[src/rtl/pipeline_hazard_controller_if.sv]
// Bundles the hazard controller's pipeline, memory-handshake and counter signals.
// The controller connects via the slave modport; the pipeline/bench side connects via master.
interface pipeline_hazard_controller_if #(
    parameter int CNT_WIDTH = 32
);
    logic [4:0]           IFID_rs1;
    logic [4:0]           IFID_rs2;
    logic                 IFID_uses_rs1;
    logic                 IFID_uses_rs2;
    logic [4:0]           IDEX_rd;
    logic                 IDEX_mem_read;
    logic                 EX_redirect;
    logic                 imem_read;
    logic                 imem_resp;
    logic                 dmem_req;
    logic                 dmem_resp;

    logic                 load_pc;
    logic                 load_IFID;
    logic                 load_IDEX;
    logic                 load_EXMEM;
    logic                 load_MEMWB;
    logic                 IFID_flush;
    logic                 IDEX_flush;
    logic [CNT_WIDTH-1:0] stall_cycles;
    logic [CNT_WIDTH-1:0] loaduse_bubbles;
    logic [CNT_WIDTH-1:0] redirect_flushes;

    // Debug view of the sequencer: state (0 = RUN, 1 = MEM_WAIT) and sticky response flags
    logic                 dbg_state;
    logic                 dbg_imem_done;
    logic                 dbg_dmem_done;

    modport slave (
        input  IFID_rs1, IFID_rs2, IFID_uses_rs1, IFID_uses_rs2,
        input  IDEX_rd, IDEX_mem_read, EX_redirect,
        input  imem_read, imem_resp, dmem_req, dmem_resp,
        output load_pc, load_IFID, load_IDEX, load_EXMEM, load_MEMWB,
        output IFID_flush, IDEX_flush,
        output stall_cycles, loaduse_bubbles, redirect_flushes,
        output dbg_state, dbg_imem_done, dbg_dmem_done
    );

    modport master (
        output IFID_rs1, IFID_rs2, IFID_uses_rs1, IFID_uses_rs2,
        output IDEX_rd, IDEX_mem_read, EX_redirect,
        output imem_read, imem_resp, dmem_req, dmem_resp,
        input  load_pc, load_IFID, load_IDEX, load_EXMEM, load_MEMWB,
        input  IFID_flush, IDEX_flush,
        input  stall_cycles, loaduse_bubbles, redirect_flushes,
        input  dbg_state, dbg_imem_done, dbg_dmem_done
    );
endinterface

[src/rtl/pipeline_hazard_controller.sv]
// Stall/flush sequencer for the 5-stage RV32I pipeline: memory stalls, load-use
// bubbles and EX redirects, with saturating event counters. Outputs are combinational.
module pipeline_hazard_controller #(
    parameter int CNT_WIDTH = 32
) (
    input  logic                          clk,
    input  logic                          rst,
    pipeline_hazard_controller_if.slave   hz
);

    typedef enum logic [0:0] {
        ST_RUN      = 1'b0,
        ST_MEM_WAIT = 1'b1
    } state_e;

    state_e               state_q, state_d;
    logic                 imem_done_q, imem_done_d;
    logic                 dmem_done_q, dmem_done_d;
    logic [CNT_WIDTH-1:0] stall_q, bubble_q, redirect_q;

    logic mem_ready;
    logic load_use;
    logic stall_inc, bubble_inc, redirect_inc;

    // A response seen earlier in this stall counts as ready; memory is never re-requested.
    assign mem_ready = (!hz.imem_read | hz.imem_resp | imem_done_q) &
                       (!hz.dmem_req  | hz.dmem_resp | dmem_done_q);

    assign load_use = hz.IDEX_mem_read & (hz.IDEX_rd != 5'd0) &
                      ((hz.IFID_uses_rs1 & (hz.IFID_rs1 == hz.IDEX_rd)) |
                       (hz.IFID_uses_rs2 & (hz.IFID_rs2 == hz.IDEX_rd)));

    always_comb begin
        state_d       = state_q;
        imem_done_d   = imem_done_q;
        dmem_done_d   = dmem_done_q;
        stall_inc     = 1'b0;
        bubble_inc    = 1'b0;
        redirect_inc  = 1'b0;
        hz.load_pc    = 1'b0;
        hz.load_IFID  = 1'b0;
        hz.load_IDEX  = 1'b0;
        hz.load_EXMEM = 1'b0;
        hz.load_MEMWB = 1'b0;
        hz.IFID_flush = 1'b0;
        hz.IDEX_flush = 1'b0;

        if (!mem_ready) begin
            state_d     = ST_MEM_WAIT;
            imem_done_d = imem_done_q | hz.imem_resp;
            dmem_done_d = dmem_done_q | hz.dmem_resp;
            stall_inc   = 1'b1;
        end else begin
            // Hazards raised during a stall stay visible on the frozen registers until here.
            state_d       = ST_RUN;
            imem_done_d   = 1'b0;
            dmem_done_d   = 1'b0;
            hz.load_pc    = 1'b1;
            hz.load_IFID  = 1'b1;
            hz.load_IDEX  = 1'b1;
            hz.load_EXMEM = 1'b1;
            hz.load_MEMWB = 1'b1;
            if (hz.EX_redirect) begin
                hz.IFID_flush = 1'b1;
                hz.IDEX_flush = 1'b1;
                redirect_inc  = 1'b1;
            end else if (load_use) begin
                hz.load_pc    = 1'b0;
                hz.load_IFID  = 1'b0;
                hz.IDEX_flush = 1'b1;
                bubble_inc    = 1'b1;
            end
        end

        if (rst) begin
            hz.load_pc    = 1'b0;
            hz.load_IFID  = 1'b0;
            hz.load_IDEX  = 1'b0;
            hz.load_EXMEM = 1'b0;
            hz.load_MEMWB = 1'b0;
            hz.IFID_flush = 1'b0;
            hz.IDEX_flush = 1'b0;
        end
    end

    always_ff @(posedge clk or posedge rst) begin
        if (rst) begin
            state_q     <= ST_RUN;
            imem_done_q <= 1'b0;
            dmem_done_q <= 1'b0;
        end else begin
            state_q     <= state_d;
            imem_done_q <= imem_done_d;
            dmem_done_q <= dmem_done_d;
        end
    end

    // Counters stick at all-ones rather than wrapping.
    always_ff @(posedge clk or posedge rst) begin
        if (rst) begin
            stall_q    <= '0;
            bubble_q   <= '0;
            redirect_q <= '0;
        end else begin
            if (stall_inc && (stall_q != '1))
                stall_q <= stall_q + 1'b1;
            if (bubble_inc && (bubble_q != '1))
                bubble_q <= bubble_q + 1'b1;
            if (redirect_inc && (redirect_q != '1))
                redirect_q <= redirect_q + 1'b1;
        end
    end

    assign hz.stall_cycles     = stall_q;
    assign hz.loaduse_bubbles  = bubble_q;
    assign hz.redirect_flushes = redirect_q;
    assign hz.dbg_state        = state_q;
    assign hz.dbg_imem_done    = imem_done_q;
    assign hz.dbg_dmem_done    = dmem_done_q;

endmodule

[src/flat_wrapper.sv]
// flat-port wrapper written by rule: the top's interface ports become plain ports
module pipeline_hazard_controller_flat 
#(
    parameter int CNT_WIDTH = 32
)
  (clk, rst, hz_IFID_rs1, hz_IFID_rs2, hz_IFID_uses_rs1, hz_IFID_uses_rs2, hz_IDEX_rd, hz_IDEX_mem_read, hz_EX_redirect, hz_imem_read, hz_imem_resp, hz_dmem_req, hz_dmem_resp, hz_load_pc, hz_load_IFID, hz_load_IDEX, hz_load_EXMEM, hz_load_MEMWB, hz_IFID_flush, hz_IDEX_flush, hz_stall_cycles, hz_loaduse_bubbles, hz_redirect_flushes, hz_dbg_state, hz_dbg_imem_done, hz_dbg_dmem_done);
  pipeline_hazard_controller_if #(.CNT_WIDTH(CNT_WIDTH)) hz_i ();
  input  logic clk;
  input  logic rst;
  input wire logic [$bits(hz_i.IFID_rs1)-1:0] hz_IFID_rs1;
  input wire logic [$bits(hz_i.IFID_rs2)-1:0] hz_IFID_rs2;
  input wire logic [$bits(hz_i.IFID_uses_rs1)-1:0] hz_IFID_uses_rs1;
  input wire logic [$bits(hz_i.IFID_uses_rs2)-1:0] hz_IFID_uses_rs2;
  input wire logic [$bits(hz_i.IDEX_rd)-1:0] hz_IDEX_rd;
  input wire logic [$bits(hz_i.IDEX_mem_read)-1:0] hz_IDEX_mem_read;
  input wire logic [$bits(hz_i.EX_redirect)-1:0] hz_EX_redirect;
  input wire logic [$bits(hz_i.imem_read)-1:0] hz_imem_read;
  input wire logic [$bits(hz_i.imem_resp)-1:0] hz_imem_resp;
  input wire logic [$bits(hz_i.dmem_req)-1:0] hz_dmem_req;
  input wire logic [$bits(hz_i.dmem_resp)-1:0] hz_dmem_resp;
  output wire logic [$bits(hz_i.load_pc)-1:0] hz_load_pc;
  output wire logic [$bits(hz_i.load_IFID)-1:0] hz_load_IFID;
  output wire logic [$bits(hz_i.load_IDEX)-1:0] hz_load_IDEX;
  output wire logic [$bits(hz_i.load_EXMEM)-1:0] hz_load_EXMEM;
  output wire logic [$bits(hz_i.load_MEMWB)-1:0] hz_load_MEMWB;
  output wire logic [$bits(hz_i.IFID_flush)-1:0] hz_IFID_flush;
  output wire logic [$bits(hz_i.IDEX_flush)-1:0] hz_IDEX_flush;
  output wire logic [$bits(hz_i.stall_cycles)-1:0] hz_stall_cycles;
  output wire logic [$bits(hz_i.loaduse_bubbles)-1:0] hz_loaduse_bubbles;
  output wire logic [$bits(hz_i.redirect_flushes)-1:0] hz_redirect_flushes;
  output wire logic [$bits(hz_i.dbg_state)-1:0] hz_dbg_state;
  output wire logic [$bits(hz_i.dbg_imem_done)-1:0] hz_dbg_imem_done;
  output wire logic [$bits(hz_i.dbg_dmem_done)-1:0] hz_dbg_dmem_done;
  assign hz_i.IFID_rs1 = hz_IFID_rs1;
  assign hz_i.IFID_rs2 = hz_IFID_rs2;
  assign hz_i.IFID_uses_rs1 = hz_IFID_uses_rs1;
  assign hz_i.IFID_uses_rs2 = hz_IFID_uses_rs2;
  assign hz_i.IDEX_rd = hz_IDEX_rd;
  assign hz_i.IDEX_mem_read = hz_IDEX_mem_read;
  assign hz_i.EX_redirect = hz_EX_redirect;
  assign hz_i.imem_read = hz_imem_read;
  assign hz_i.imem_resp = hz_imem_resp;
  assign hz_i.dmem_req = hz_dmem_req;
  assign hz_i.dmem_resp = hz_dmem_resp;
  assign hz_load_pc = hz_i.load_pc;
  assign hz_load_IFID = hz_i.load_IFID;
  assign hz_load_IDEX = hz_i.load_IDEX;
  assign hz_load_EXMEM = hz_i.load_EXMEM;
  assign hz_load_MEMWB = hz_i.load_MEMWB;
  assign hz_IFID_flush = hz_i.IFID_flush;
  assign hz_IDEX_flush = hz_i.IDEX_flush;
  assign hz_stall_cycles = hz_i.stall_cycles;
  assign hz_loaduse_bubbles = hz_i.loaduse_bubbles;
  assign hz_redirect_flushes = hz_i.redirect_flushes;
  assign hz_dbg_state = hz_i.dbg_state;
  assign hz_dbg_imem_done = hz_i.dbg_imem_done;
  assign hz_dbg_dmem_done = hz_i.dbg_dmem_done;
  pipeline_hazard_controller #(.CNT_WIDTH(CNT_WIDTH)) u_core (.clk(clk), .rst(rst), .hz(hz_i));
endmodule
[config.mk]
export PLATFORM = sky130hd
export DESIGN_NAME = pipeline_hazard_controller_flat
export DESIGN_NICKNAME = d
export VERILOG_FILES = /design/src/rtl/pipeline_hazard_controller_if.sv /design/src/rtl/pipeline_hazard_controller.sv /design/src/flat_wrapper.sv
export SDC_FILE = /design/constraint.sdc
export NUM_CORES = 1
export LEC_CHECK = 0
export ABC_AREA = 1
export BUFFER_PORTS_ARGS = -buffer_cell sky130_fd_sc_hd__buf_4
export CORE_MARGIN = 1.5
export CORE_UTILIZATION = 51
export DETAILED_ROUTE_END_ITERATION = 6
export PLACE_DENSITY = 0.78
export SYNTH_ARGS = -nofsm -noshare
export SYNTH_HDL_FRONTEND = slang
export SYNTH_SLANG_ARGS = --single-unit
[constraint.sdc]
create_clock -name clk -period 3.1 [get_ports clk]
set_clock_uncertainty 0.2 [all_clocks]
set_input_delay 0.155 -clock clk [delete_from_list [all_inputs] [get_ports clk]]
set_output_delay 0.155 -clock clk [all_outputs]
set_load 0.02 [all_outputs]
==> results of run 1 <==
[flip-flops by register name, summed over array words and instances, names as in the netlist]
register / flops
u_core.hz.dbg_dmem_done: 1
u_core.hz.stall_cycles: 32
u_core.hz.dbg_state: 1
u_core.hz.redirect_flushes: 32
u_core.hz.loaduse_bubbles: 32
u_core.hz.dbg_imem_done: 1
[cell usage after synthesis (2+ instances only)]
| cell type | count | area, µm² |
|---|---|---|
| sky130_fd_sc_hd__nand2_1 | 310 | 1164 |
| sky130_fd_sc_hd__inv_1 | 141 | 529.3 |
| sky130_fd_sc_hd__nor2_1 | 113 | 424.2 |
| sky130_fd_sc_hd__dfrtp_1 | 99 | 2477 |
| sky130_fd_sc_hd__nand3_1 | 72 | 360.4 |
| sky130_fd_sc_hd__xor2_1 | 42 | 367.9 |
| sky130_fd_sc_hd__o21bai_1 | 32 | 240.2 |
| sky130_fd_sc_hd__nor3_1 | 27 | 135.1 |
| sky130_fd_sc_hd__o21ai_1 | 16 | 80.08 |
| sky130_fd_sc_hd__nand4_1 | 13 | 81.33 |
| sky130_fd_sc_hd__xnor2_1 | 13 | 113.9 |
| sky130_fd_sc_hd__nor2_2 | 8 | 50.05 |
| sky130_fd_sc_hd__buf_4 | 7 | 52.55 |
| sky130_fd_sc_hd__nand3b_1 | 7 | 52.55 |
| sky130_fd_sc_hd__buf_2 | 6 | 30.03 |
| sky130_fd_sc_hd__inv_2 | 6 | 22.52 |
| sky130_fd_sc_hd__nand2_2 | 5 | 31.28 |
| sky130_fd_sc_hd__nor2_4 | 4 | 45.04 |
| sky130_fd_sc_hd__nor3_2 | 4 | 40.04 |
| sky130_fd_sc_hd__nor4_1 | 4 | 25.02 |
| sky130_fd_sc_hd__a21oi_1 | 3 | 15.01 |
| sky130_fd_sc_hd__clkbuf_1 | 3 | 11.26 |
| sky130_fd_sc_hd__ha_1 | 3 | 37.54 |
| sky130_fd_sc_hd__a21oi_2 | 2 | 17.52 |
| sky130_fd_sc_hd__buf_6 | 2 | 22.52 |
| sky130_fd_sc_hd__o21ai_0 | 2 | 10.01 |
[layer usage]
metal | global-route usage [%] | share of wire [%]
met1 | 33.66 | 46
met4 | 7.480 | 1.6
met3 | 4.236 | 4.6
met2 | 42.29 | 47
met5 | 0 | 0
[cells by family after synthesis]
group,count (synthesis)
and+or+nand+nor,571
buffers and inverters,165
DFF,99
AOI/OAI and AO/OA,56
xor gates and xnor gates,55
adders and majority gates,3
[per-stage QoR]
| step | hold WS (ns) | instances | setup WS [ns] |
|---|---|---|---|
| after floorplan | 0.09881 | 949 | 0.1546 |
| after global placement | 0.1200 | 1240 | 0.8538 |
| after CTS | 0.02788 | 1261 | 0.7276 |
| after global routing | 0.04479 | 1261 | 0.5500 |
| after detailed placement | 0.1266 | 1240 | 0.7627 |
| final | 0.03100 | 1261 | 0.7125 |
[path summary, 6_finish.rpt]
kind                                           startpoint                        endpoint  slack (ns)  cells after the start
setup / recovery            u_core.hz.redirect_flushes[0]  u_core.hz.redirect_flushes[25]        0.71                      9
hold / removal                               hz_imem_read             u_core.hz.dbg_state        0.03                      3
setup reg to reg            u_core.hz.redirect_flushes[0]  u_core.hz.redirect_flushes[25]        0.71                      9
hold reg to reg            u_core.hz.redirect_flushes[31]  u_core.hz.redirect_flushes[31]        0.31                      2
max in group asynchronous                             rst   u_core.hz.redirect_flushes[4]        1.71                      4
min in group asynchronous                             rst       u_core.hz.stall_cycles[7]        0.28                      3
[worst register-to-register path: cells and delay by family, from the launching register on]
kind | cells | cell delay, ns
flops | 1 | 0.42
simple gates | 4 | 0.36
buf+inv | 2 | 0.42
fa+ha+maj | 1 | 0.22
compound gates | 2 | 0.68
[cell type report]
type | count | area [µm²] | share of cell area, %
tap | 172 | 215.2 | 2.706
timing repair buffer | 142 | 1091 | 13.72
clock inverter | 7 | 52.55 | 0.6608
sequential | 99 | 2477 | 31.15
inverter | 147 | 554.3 | 6.970
multi-input combinational | 685 | 3337 | 41.96
clock buffer | 9 | 225.2 | 2.832
[where the power goes]
group | total, mW | internal, mW | switching (mW)
combinational | 2.79 | 1.02 | 1.78
clock | 1.07 | 0.550 | 0.520
sequential | 1.94 | 1.57 | 0.367
==> results, run 1 <==
- The flow ran to the end, and the final reports show no timing, DRC or antenna violations.
- The library cells used most frequently in the layout, excluding fill and tap cells, are sky130_fd_sc_hd__nand2_1 (310), sky130_fd_sc_hd__inv_1 (140), sky130_fd_sc_hd__buf_4 (136), sky130_fd_sc_hd__nor2_1 (113), sky130_fd_sc_hd__dfrtp_1 (99).
- The maximum number of buffers from clock root to sink is 2.
- The DRC violations left is 0.
- Summed over all layers, the global routing overflow is 0.
- Walking the worst path, the cells encountered are ha_1 > inv_1 > nor2_4 > nand2_2 > nor2_4 > a21oi_2 > buf_4 > nand2_1 > o21ai_1.
- The maximum VDD drop is 0.0003996 V.
- The synthesized design contains 99 register bits.
- Static timing analysis puts the maximum clock frequency at 418.9 MHz.
- The total area inside the core boundary comes to 12520 µm².
- The number of nets in the layout is 1112.
- After detailed routing, the total wire length is 16410 µm.
- The first detailed-routing pass ran for 5 iterations.
- The initial antenna violation count is 0.
- The critical path in this run is classified as reg -> reg.
- The number of hold buffers added after CTS was 5.
- The cell area after placement is 7625 µm².
- The global placement routability congestion is 0.8981.
- The critical path buffer and inverter count is 2.
- The synthesized netlist occupies a cell area of 6482 µm².
- The post-synthesis share of cell area spent on and, or, nand and nor gates is 37.70%.
- The final period utilization is 77.01%.
- The most used flip-flop cell after synthesis is sky130_fd_sc_hd__dfrtp_1.
- Setup violations remaining at the end of the flow were counted as 0.
- Setup repair after global routing left no endpoint under its margin.
- The launching element type of the critical path is a flip-flop.
- The core utilization of the finished layout is 63.53%.
- The maximum fanout along the worst path is 16.
- Leaving out fill and tap cells, the most frequent cell in the layout is sky130_fd_sc_hd__nand2_1.
- In this run the tool buffered the top-level ports with 130 buffer cells.
- The critical-path cell with the highest stage delay is sky130_fd_sc_hd__a21oi_2.
- The most numerous cell type found on the critical path is sky130_fd_sc_hd__nor2_4.
- Yosys printed 0 warnings.
- In the final layout, the share of cells above drive strength 1 is 17.08%.
- The clock sink count is 99.
- The endpoint type of the worst setup path is a flip-flop.
- The detailed router finished its first iteration with 393 violations.
- Clock-pin slew was measured on the worst setup and hold paths at 0.07 ns.
- After synthesis, the largest family of logic cells by area is simple AND/OR/NAND/NOR gates.
- Counting distinct cell types in the post-synthesis netlist gives 31.
- The cell leakage power is 4.206 nW.
- The clock reaches the later pin of the worst-skew pair after 0.36 ns.
- The floorplan step set the die height to 115.7 µm.
- The share of synthesized area occupied by flip-flops and latches is 38.22%.
- Dividing total power by cell area gives a power density of 729.6 nW/µm².
- The detail-routed via count per cell is 4.954.
- Summing the areas of all xor and xnor instances in the mapped netlist gives 7.431% of the synthesized area.
- The power consumption is 5.802 mW.
- The floorplan step defined a die boundary enclosing 13400 µm².
- The detailed placement HPWL is 12500 µm.
- The number of flops mapped to enable cells by yosys is 0.
- Measured against its own limit, the worst slew margin works out to 48.87%.
- The synthesized netlist devotes 0.5790% of its cell area to adder and majority cells.
- The pin count of the biggest net entering global routing is 52.
- The top-level port count is 131.
- The detailed-route via count is 6247.
- The number of max-cap violations is 0.
- Global routing used 25.20% of the available tracks across all layers.
- The final antenna diode count is 0.
- The average instance in the mapped netlist occupies 6.831 µm².
- The cell family with the largest share of critical-path delay is compound AO/OA/AOI/OAI gates.
- The filler cells instantiated in the layout total 1191.
- Once the clock tree was built, the setup fixing pass inserted 0 buffers.
- The number of nets with antenna violations after routing is 0.
- The kind of path behind the tightest hold check is in -> reg.
- The number of global-route vias before repair was 5764.
- With fillers left out, the area of the finished cells amounts to 7953 µm².
- The setup TNS is 0 ns.
- The largest stage delay on the critical path is 0.60 ns.
- The floorplan step set the die width to 115.7 µm.
- The final max-slew violation count came to 0.
- Multiplexer cells account for 0% of the synthesized area.
- The time the final worst path needs with I/O delays and setup is 2.387 ns.
- The number of endpoints with negative hold slack in the final report is 0.
- TritonCTS built the clock tree.
- Summing the areas of all compound-gate instances in the mapped netlist gives 5.771% of the synthesized area.
- Dividing the detail-routed wire length by the instance count gives 13.02 µm.
- The net count after synthesis is 977.
- The first-pass GRT wire length is 26860 µm.
- The synthesis-to-finish area growth is 22.68%.
- The number of H-tree branching levels is 3.
- The cell count after synthesis came out at 949.
- For the pin with the worst max-slew slack, the measured transition is 0.7669 ns.
- For the worst setup path, the data required time is 3.17 ns.
- Once the floorplan was initialized, standard cells occupied 51.79% of the core.
- The floorplan has 41 rows.
- The async set-or-reset flop fraction in the synthesized netlist is 100.0%.
- Clock tree synthesis inserted a total of 9 buffers.
- The buffer cell driving the clock tree root is sky130_fd_sc_hd__clkbuf_16.
- The data arrival time at the worst-slack endpoint is 2.46 ns.
- The number of gates resized after CTS was 0.
Power figures use the tool's default switching activity.
==> run 2, diff against run 1 <==
Clock period 3.1 ns to 2.1 ns, I/O delays scaled along.
==> run 2 against run 1 <==
Effect of this change: setup slack lost 0.60 ns; utilization increased by 2.3 points; sequential cell count unchanged; critical path type unchanged; critical endpoint is now u_core.hz.loaduse_bubbles[10].
==> results, run 2 (synthesis gave the netlist of run 1 again) <==
- The flow ran to the end, and the final reports show no timing, DRC or antenna violations.
- The startpoint of the lowest-slack register-to-register path is u_core.hz.loaduse_bubbles[12].
- The maximum number of buffers from clock root to sink is 2 (unchanged).
- The internal portion of total power is 5.021 mW (+60%).
- The library cells used most frequently in the layout, excluding fill and tap cells, are sky130_fd_sc_hd__nand2_1 (310), sky130_fd_sc_hd__buf_4 (158), sky130_fd_sc_hd__inv_1 (140), sky130_fd_sc_hd__nor2_1 (109), sky130_fd_sc_hd__dfrtp_1 (98).
- The number of max-cap violations is 0 (unchanged).
- The setup slack on the worst flop-to-flop path is 0.11 ns (-0.60 ns).
- The number of nets in the layout came to 1137 (+2.2%).
- The combinational share of power is 48.1% (about the same).
- The combined global-route utilization of all metal layers came to 26.24% (+1.0 points).
- The top-level port count is 131 (unchanged).
- The net switching power figure is 4.020 mW (+51%).
- The largest individual stage delay along the critical path comes from the cell sky130_fd_sc_hd__dfrtp_1.
- The post-detailed-routing wire length is 17070 µm (+4.0%).
- The global placement routability congestion came to 0.9134 (+1.7%).
- The share of cells above drive strength 1 was 19.21% (+2.1 points).
- For hold timing, the worst endpoint is u_core.hz.dbg_state.
- The detail-routed via count per cell came to 4.996 (+0.85%).
- The pin count of the biggest net entering global routing was 67 (+29%).
- The number of cells traversed by the worst hold path was 4 (+1).
- The core utilization of the finished layout is 65.82% (+2.3 points).
- The most common cell after layout, fill and taps aside is sky130_fd_sc_hd__nand2_1.
- The total power per unit cell area is 1097 nW/µm² (+50%).
- The initial antenna violation count is 0 (unchanged).
- The number of rows created at floorplan is 41 (unchanged).
- The cell occurring most often along the worst timing path is sky130_fd_sc_hd__nand2_1.
- The data arrival time at the worst-slack endpoint came to 2.02 ns (-0.44 ns).
- The clock tree from TritonCTS is built.
- The final period utilization was 94.65% (+18 points).
- The routed length per placed instance is 13.27 µm (+2.0%).
- The detailed-route via count was 6425 (+2.8%).
- The number of global-route vias before repair is 5823 (+1.0%).
- The detailed placement HPWL is 12760 µm (+2.1%).
- The area of all placed cells without fillers is 8239 µm² (+3.6%).
- The later-pin clock latency in the skew report is 0.35 ns (about the same).
- The number of cells on the worst reg-to-reg path was 9 (unchanged).
- The number of buffers inserted during clock tree synthesis came to 9 (unchanged).
- The DRC violations left is 0 (unchanged).
- The total setup violations reported at the end of the flow is 0 (unchanged).
- Compared with the post-synthesis result, the final layout area differs by 27.10%.
- The cell area after placement was 7781 µm² (+2.1%).
- The worst setup path category is reg -> reg.
- The floorplan die area came to 13400 µm² (unchanged).
- The final antenna diode count was 0 (unchanged).
- The launching element type of the critical path is a flip-flop.
- The global-route congestion overflow total is 0 (unchanged).
- The die width is 115.7 µm (unchanged).
- Traced cell by cell, the critical path runs through nand2_1 > nor2_2 > nand2_1 > nor2_4 > nand3_2 > nand2_1 > nor2_1 > nand3_1 > nand2_1.
- The switching portion of total power came to 44.46% (-1.4 points).
- The maximum clock frequency came to 503.1 MHz (+20%).
- The final max-slew violation count is 0 (unchanged).
- The number of endpoints with negative hold slack in the final report is 0 (unchanged).
- The die height is 115.7 µm (unchanged).
- The number of nets with antenna violations after routing was 0 (unchanged).
- The buffer cell driving the clock tree root is sky130_fd_sc_hd__clkbuf_16.
- The clock-pin slew of the registers on the worst-case setup and hold paths is 0.07 ns (about the same).
- The launch point of the worst hold path is hz_imem_read.
- The fraction of power consumed by the clock network came to 20.2% (+1.7 points).
- The maximum fanout along the worst path was 5 (-11).
- The count of TritonRoute iterations in the first routing pass is 6 (+1).
- The total stage count of the critical path is 9 (unchanged).
- The worst slew margin relative to its limit came to 71.76% (+23 points).
- The cell leakage power is 4.355 nW (+3.6%).
- The maximum VDD drop is 0.0006842 V (+71%).
- The critical path buffer and inverter count is 0 (-2).
- The time the final worst path needs with I/O delays and setup is 1.988 ns (-0.3999 ns).
- The worst hold-check slack is 0.09485 ns (+0.06385 ns).
- The clock sink count is 99 (unchanged).
- The iteration-0 DRC count of the detailed router is 409 (+4.1%).
- The core outline area is 12520 µm² (unchanged).
- The endpoint required time on the critical path is 2.14 ns (-1.03 ns).
- The first-pass GRT wire length is 27740 µm (+3.3%).
- The kind of path behind the tightest hold check is in -> reg.
- The relative contribution of sequential cells to total power is 31.7% (-1.7 points).
- The largest stage delay on the critical path is 0.45 ns (-0.15 ns).
- The initial standard-cell utilization of the core came to 51.79% (unchanged).
- The slew at the pin closest to its max-slew limit is 0.4236 ns (-0.3434 ns).
- The number of H-tree branching levels is 3 (unchanged).
- The number of fillers in the final layout is 1146 (-3.8%).
- The number of input and output port buffers inserted is 130 (unchanged).
- In this run the critical register-to-register path is captured at u_core.hz.loaduse_bubbles[10].
- On the critical path the largest part of the delay comes from simple AND/OR/NAND/NOR gates.
- The setup TNS is 0 ns (unchanged).
- STA classifies the critical path endpoint as a flip-flop.
## run 2: changes by cell type in the layout (fill, tap and decap cells not counted), sizes merged
cell / change
buf: +25
clkbuf: +3
inv: -3
bufinv: +2
clkinv: -2
## run 2: layout make-up
| class | instances | area, µm² | share of cell area, % |
|---|---|---|---|
| multi-input cells | 685 | 3371 | 40.91 |
| flip-flops and latches | 99 | 2479 | 30.08 |
| repair buffers | 167 | 1299 | 15.76 |
| inverters | 147 | 555.5 | 6.743 |
| clock buffers | 12 | 246.5 | 2.992 |
| well taps | 172 | 215.2 | 2.612 |
| clock inverters | 4 | 73.82 | 0.8960 |
## run 2: metal layers
metal  track usage (%)  part of all wire (%)  routed length [µm]  up-vias
li1                  -                     -                   -     3250
met1             36.13                    46                7796     2929
met2             42.56                    46                7875      215
met3             3.400                   5.8                 997       31
met4             9.756                   2.3                 396        0
met5                 0                     0                   0        -
## run 2: worst max path at each step
stage	endpoint	from	slack (ns)
6_report	u_core.hz.loaduse_bubbles[10]	u_core.hz.loaduse_bubbles[12]	0.11
5_1_grt	u_core.hz.loaduse_bubbles[10]	u_core.hz.loaduse_bubbles[12]	-0.006
4_1_cts	hz_load_pc	u_core.hz.dbg_imem_done	0.05
3_5_place_dp	u_core.hz.redirect_flushes[22]	u_core.hz.redirect_flushes[1]	0.09
3_3_place_gp	u_core.hz.stall_cycles[4]	u_core.hz.stall_cycles[24]	0.14
2_1_floorplan	u_core.hz.stall_cycles[15]	u_core.hz.stall_cycles[0]	0.11
## run 2: power groups by stage
stage               sequential [mW]  clock, mW  combinational [mW]
global placement               2.87          0                4.14
finish                         2.86       1.83                4.35
global route                   2.93       1.93                4.84
floorplan                      3.26          0                2.35
detailed placement             2.87          0                4.22
CTS                            2.85       1.85                4.25
## run 2: through the flow
step | setup slack [ns] | cells | power, mW
3_3_place_gp | 0.1367 | 1259 | 7.012
6_report | 0.1124 | 1286 | 9.041
2_1_floorplan | 0.1128 | 949 | 5.608
3_5_place_dp | 0.09157 | 1259 | 7.095
5_1_grt | -0.005924 | 1286 | 9.695
4_1_cts | 0.04524 | 1280 | 8.946
## run 2: worst reg2reg max path: stages, from the launching register on
cell and delay [ns]:
sky130_fd_sc_hd__dfrtp_1 0.45, sky130_fd_sc_hd__nand2_1 0.12, sky130_fd_sc_hd__nor2_2 0.23, sky130_fd_sc_hd__nand2_1 0.18, sky130_fd_sc_hd__nor2_4 0.19, sky130_fd_sc_hd__nand3_2 0.16
sky130_fd_sc_hd__nand2_1 0.16, sky130_fd_sc_hd__nor2_1 0.06, sky130_fd_sc_hd__nand3_1 0.07, sky130_fd_sc_hd__nand2_1 0.06
## run 2: repair_timing
item	CTS	global route
hold buffers	5	0
endpoints found under the hold margin	101	0
setup buffers	0	6
pin swaps	0	1
setup endpoints to repair	4	29
resized for setup	1	10
==> run 3, diff against run 2 <==
Settings changed: CORE_ASPECT_RATIO set to 1.5, CORE_MARGIN 1.5 to 4.
==> run 3 against run 2 <==
Effect of this change: the run now ends with negative setup slack left; sequential share of layout area fell by 0.26 points; die area rose by 9.1%; setup slack worse by 0.13 ns; sequential power shrank 2%; wire length grew 8.2%; maximum frequency is 6.3% lower; utilization increased by 0.97 points; sequential cell count unchanged; critical endpoint is now u_core.hz.redirect_flushes[6]; highest routed layer unchanged.
==> results, run 3 (synthesis gave the netlist of run 1 again) <==
- The met3 wirelength from detailed routing came to 918 µm (-7.9%).
- The core utilization of the finished layout is 66.79% (+0.97 points).
- The number of rows created at floorplan is 50 (+22%).
- The final period utilization is 101.0% (+6.3 points).
- The endpoint required time on the critical path is 2.12 ns (-0.02 ns).
- The later-pin clock latency in the skew report is 0.34 ns (about the same).
- The initial standard-cell utilization of the core is 52.07% (+0.28 points).
- The global placement routability congestion is 0.9864 (+8.0%).
- TritonCTS built the clock tree.
- The DRC violations left is 0 (unchanged).
- The post-detailed-routing wire length came to 18460 µm (+8.2%).
- The cell area after placement is 7894 µm² (+1.4%).
- The worst slew margin relative to its limit came to 70.87% (-0.89 points).
- The top-level port count is 131 (unchanged).
- The relative contribution of sequential cells to total power is 31.2% (-0.5 points).
- The floorplan die area was 14620 µm² (+9.1%).
- The routed length per placed instance is 14.40 µm (+8.5%).
- The maximum VDD drop is 0.0004663 V (-32%).
- The time the final worst path needs with I/O delays and setup is 2.120 ns (+0.1328 ns).
- The checks that failed: negative setup slack.
- The combined global-route utilization of all metal layers is 25.56% (-0.67 points).
- The worst hold-check slack is 0.02597 ns (-0.06889 ns).
- The detailed-route via count was 6634 (+3.3%).
- The tree is rooted in a sky130_fd_sc_hd__clkbuf_16.
- The count of TritonRoute iterations in the first routing pass came to 5 (-1).
- The switching portion of total power came to 44.63% (+0.16 points).
- The number of H-tree branching levels came to 3 (unchanged).
- The worst setup path is launched from a flip-flop.
- The maximum number of buffers from clock root to sink is 2 (unchanged).
- The pin count of the biggest net entering global routing is 52 (-22%).
- The kind of path behind the tightest hold check is in -> reg.
- The cell leakage power is 4.419 nW (+1.5%).
- The die height is 146.1 µm (+26%).
- The core outline area is 12450 µm² (-0.54%).
- The iteration-0 DRC count of the detailed router is 302 (-26%).
- The final max-slew violation count is 0 (unchanged).
- The first-pass GRT wire length came to 30530 µm (+10%).
- Setup repair after global routing could not meet its margin everywhere.
- The clock-pin slew of the registers on the worst-case setup and hold paths came to 0.07 ns (about the same).
- The library cells used most frequently in the layout, excluding fill and tap cells, are sky130_fd_sc_hd__nand2_1 (310), sky130_fd_sc_hd__buf_4 (173), sky130_fd_sc_hd__inv_1 (140), sky130_fd_sc_hd__nor2_1 (108), sky130_fd_sc_hd__dfrtp_1 (97).
- The detailed-routed wire length on met2 came to 9712 µm (+23%).
- The number of max-cap violations is 0 (unchanged).
- The slew at the pin closest to its max-slew limit is 0.4330 ns (+0.009416 ns).
- The number of buffers inserted during clock tree synthesis is 9 (unchanged).
- The data arrival time at the worst-slack endpoint came to 2.14 ns (+0.12 ns).
- The maximum clock frequency is 471.6 MHz (-6.3%).
- The area of all placed cells without fillers was 8315 µm² (+0.93%).
- The run finished, with violations left.
- The detailed placement HPWL is 14080 µm (+10%).
- The library cell used most frequently in the layout, excluding fill and tap cells, is sky130_fd_sc_hd__nand2_1.
- The internal portion of total power is 4.956 mW (-1.3%).
- The highest metal layer used by the detailed router is met4.
- The combinational share of power came to 50.6% (+2.5 points).
- The die width is 100.1 µm (-14%).
- The final antenna diode count is 0 (unchanged).
- The detail-routed via count per cell came to 5.175 (+3.6%).
- The fraction of power consumed by the clock network is 18.3% (-1.9 points).
- The net switching power figure was 3.994 mW (-0.64%).
- The number of nets in the layout is 1151 (+1.2%).
- The routed length on met1 is 7188 µm (-7.8%).
- The number of nets with antenna violations after routing is 0 (unchanged).
- The critical path is of the reg -> reg type.
- The share of cells above drive strength 1 is 20.34% (+1.1 points).
- Compared with the post-synthesis result, the final layout area differs by 28.28%.
- The number of input and output port buffers inserted is 130 (unchanged).
- The number of endpoints with negative hold slack in the final report was 0 (unchanged).
- The clock sink count was 99 (unchanged).
- The initial antenna violation count is 0 (unchanged).
- The total power per unit cell area is 1076 nW/µm² (-1.9%).
- The global-route congestion overflow total is 0 (unchanged).
- The worst setup path is captured at a flip-flop.
- The setup slack after layout came to -0.02038 ns (-0.1328 ns).
- The maximum fanout along the worst path came to 17 (+12).
- The setup slack on the worst flop-to-flop path was -0.02 ns (-0.13 ns).
- The total setup violations reported at the end of the flow is 10 (+10).
- The number of global-route vias before repair is 6652 (+14%).
## run 3: final cells by class
type,count,area [µm²]
fill,1108,4134
clock inverter,2,37.54
tap,156,195.2
timing repair buffer,181,1409
sequential,99,2480
inverter,147,555.5
multi-input combinational,685,3392
clock buffer,12,246.5
## run 3: worst max-delay path, stage by stage, from the launching register on
cell,delay (ns)
sky130_fd_sc_hd__dfrtp_1,0.41
sky130_fd_sc_hd__nand2_1,0.14
sky130_fd_sc_hd__nor3_1,0.33
sky130_fd_sc_hd__nand2_1,0.17
sky130_fd_sc_hd__nor2_2,0.24
sky130_fd_sc_hd__nand2_2,0.14
sky130_fd_sc_hd__nand2_8,0.16
sky130_fd_sc_hd__nor2_1,0.07
sky130_fd_sc_hd__xor2_1,0.14
## run 3: routing by layer
layer  vias up  track usage (%)
met1      3092            30.61
met5         -                0
met3        53            3.872
met4         0            10.05
met2       220            45.35
li1       3269                -
## run 3: path summary, 6_finish.rpt
kind / endpoint / from / cells past startpoint
max: u_core.hz.redirect_flushes[6] / u_core.hz.redirect_flushes[20] / 8
min: u_core.hz.dbg_state / hz_dmem_req / 3
max reg2reg: u_core.hz.redirect_flushes[6] / u_core.hz.redirect_flushes[20] / 8
min reg2reg: u_core.hz.redirect_flushes[31] / u_core.hz.redirect_flushes[31] / 2
max in group asynchronous: u_core.hz.loaduse_bubbles[25] / rst / 4
min in group asynchronous: u_core.hz.stall_cycles[26] / rst / 4
## run 3: repair_timing
item	CTS	global route
gates resized for setup	0	14
hold buffers	5	0
endpoints found under the hold margin	101	0
setup endpoints to repair	0	31
buffers inserted	0	4
## run 3: power by group through the flow
stage               logic (mW)  clock network, mW  registers (mW)
finish                    4.53               1.64            2.79
global route              5.00               1.76            2.85
CTS                       4.44               1.69            2.78
detailed placement        4.40                  0            2.81
global placement          4.34                  0            2.80
floorplan                 2.35                  0            3.26
## run 3: through the flow
step / total power [mW] / worst slack [ns] / setup TNS (ns) / instances
2_1_floorplan: 5.608 / 0.1128 / 0 / 949
3_3_place_gp: 7.135 / 0.1399 / 0 / 1259
3_5_place_dp: 7.214 / 0.09763 / 0 / 1259
4_1_cts: 8.909 / 0.08757 / 0 / 1278
5_1_grt: 9.611 / -0.1049 / -1.194 / 1282
6_report: 8.950 / -0.02038 / -0.1304 / 1282
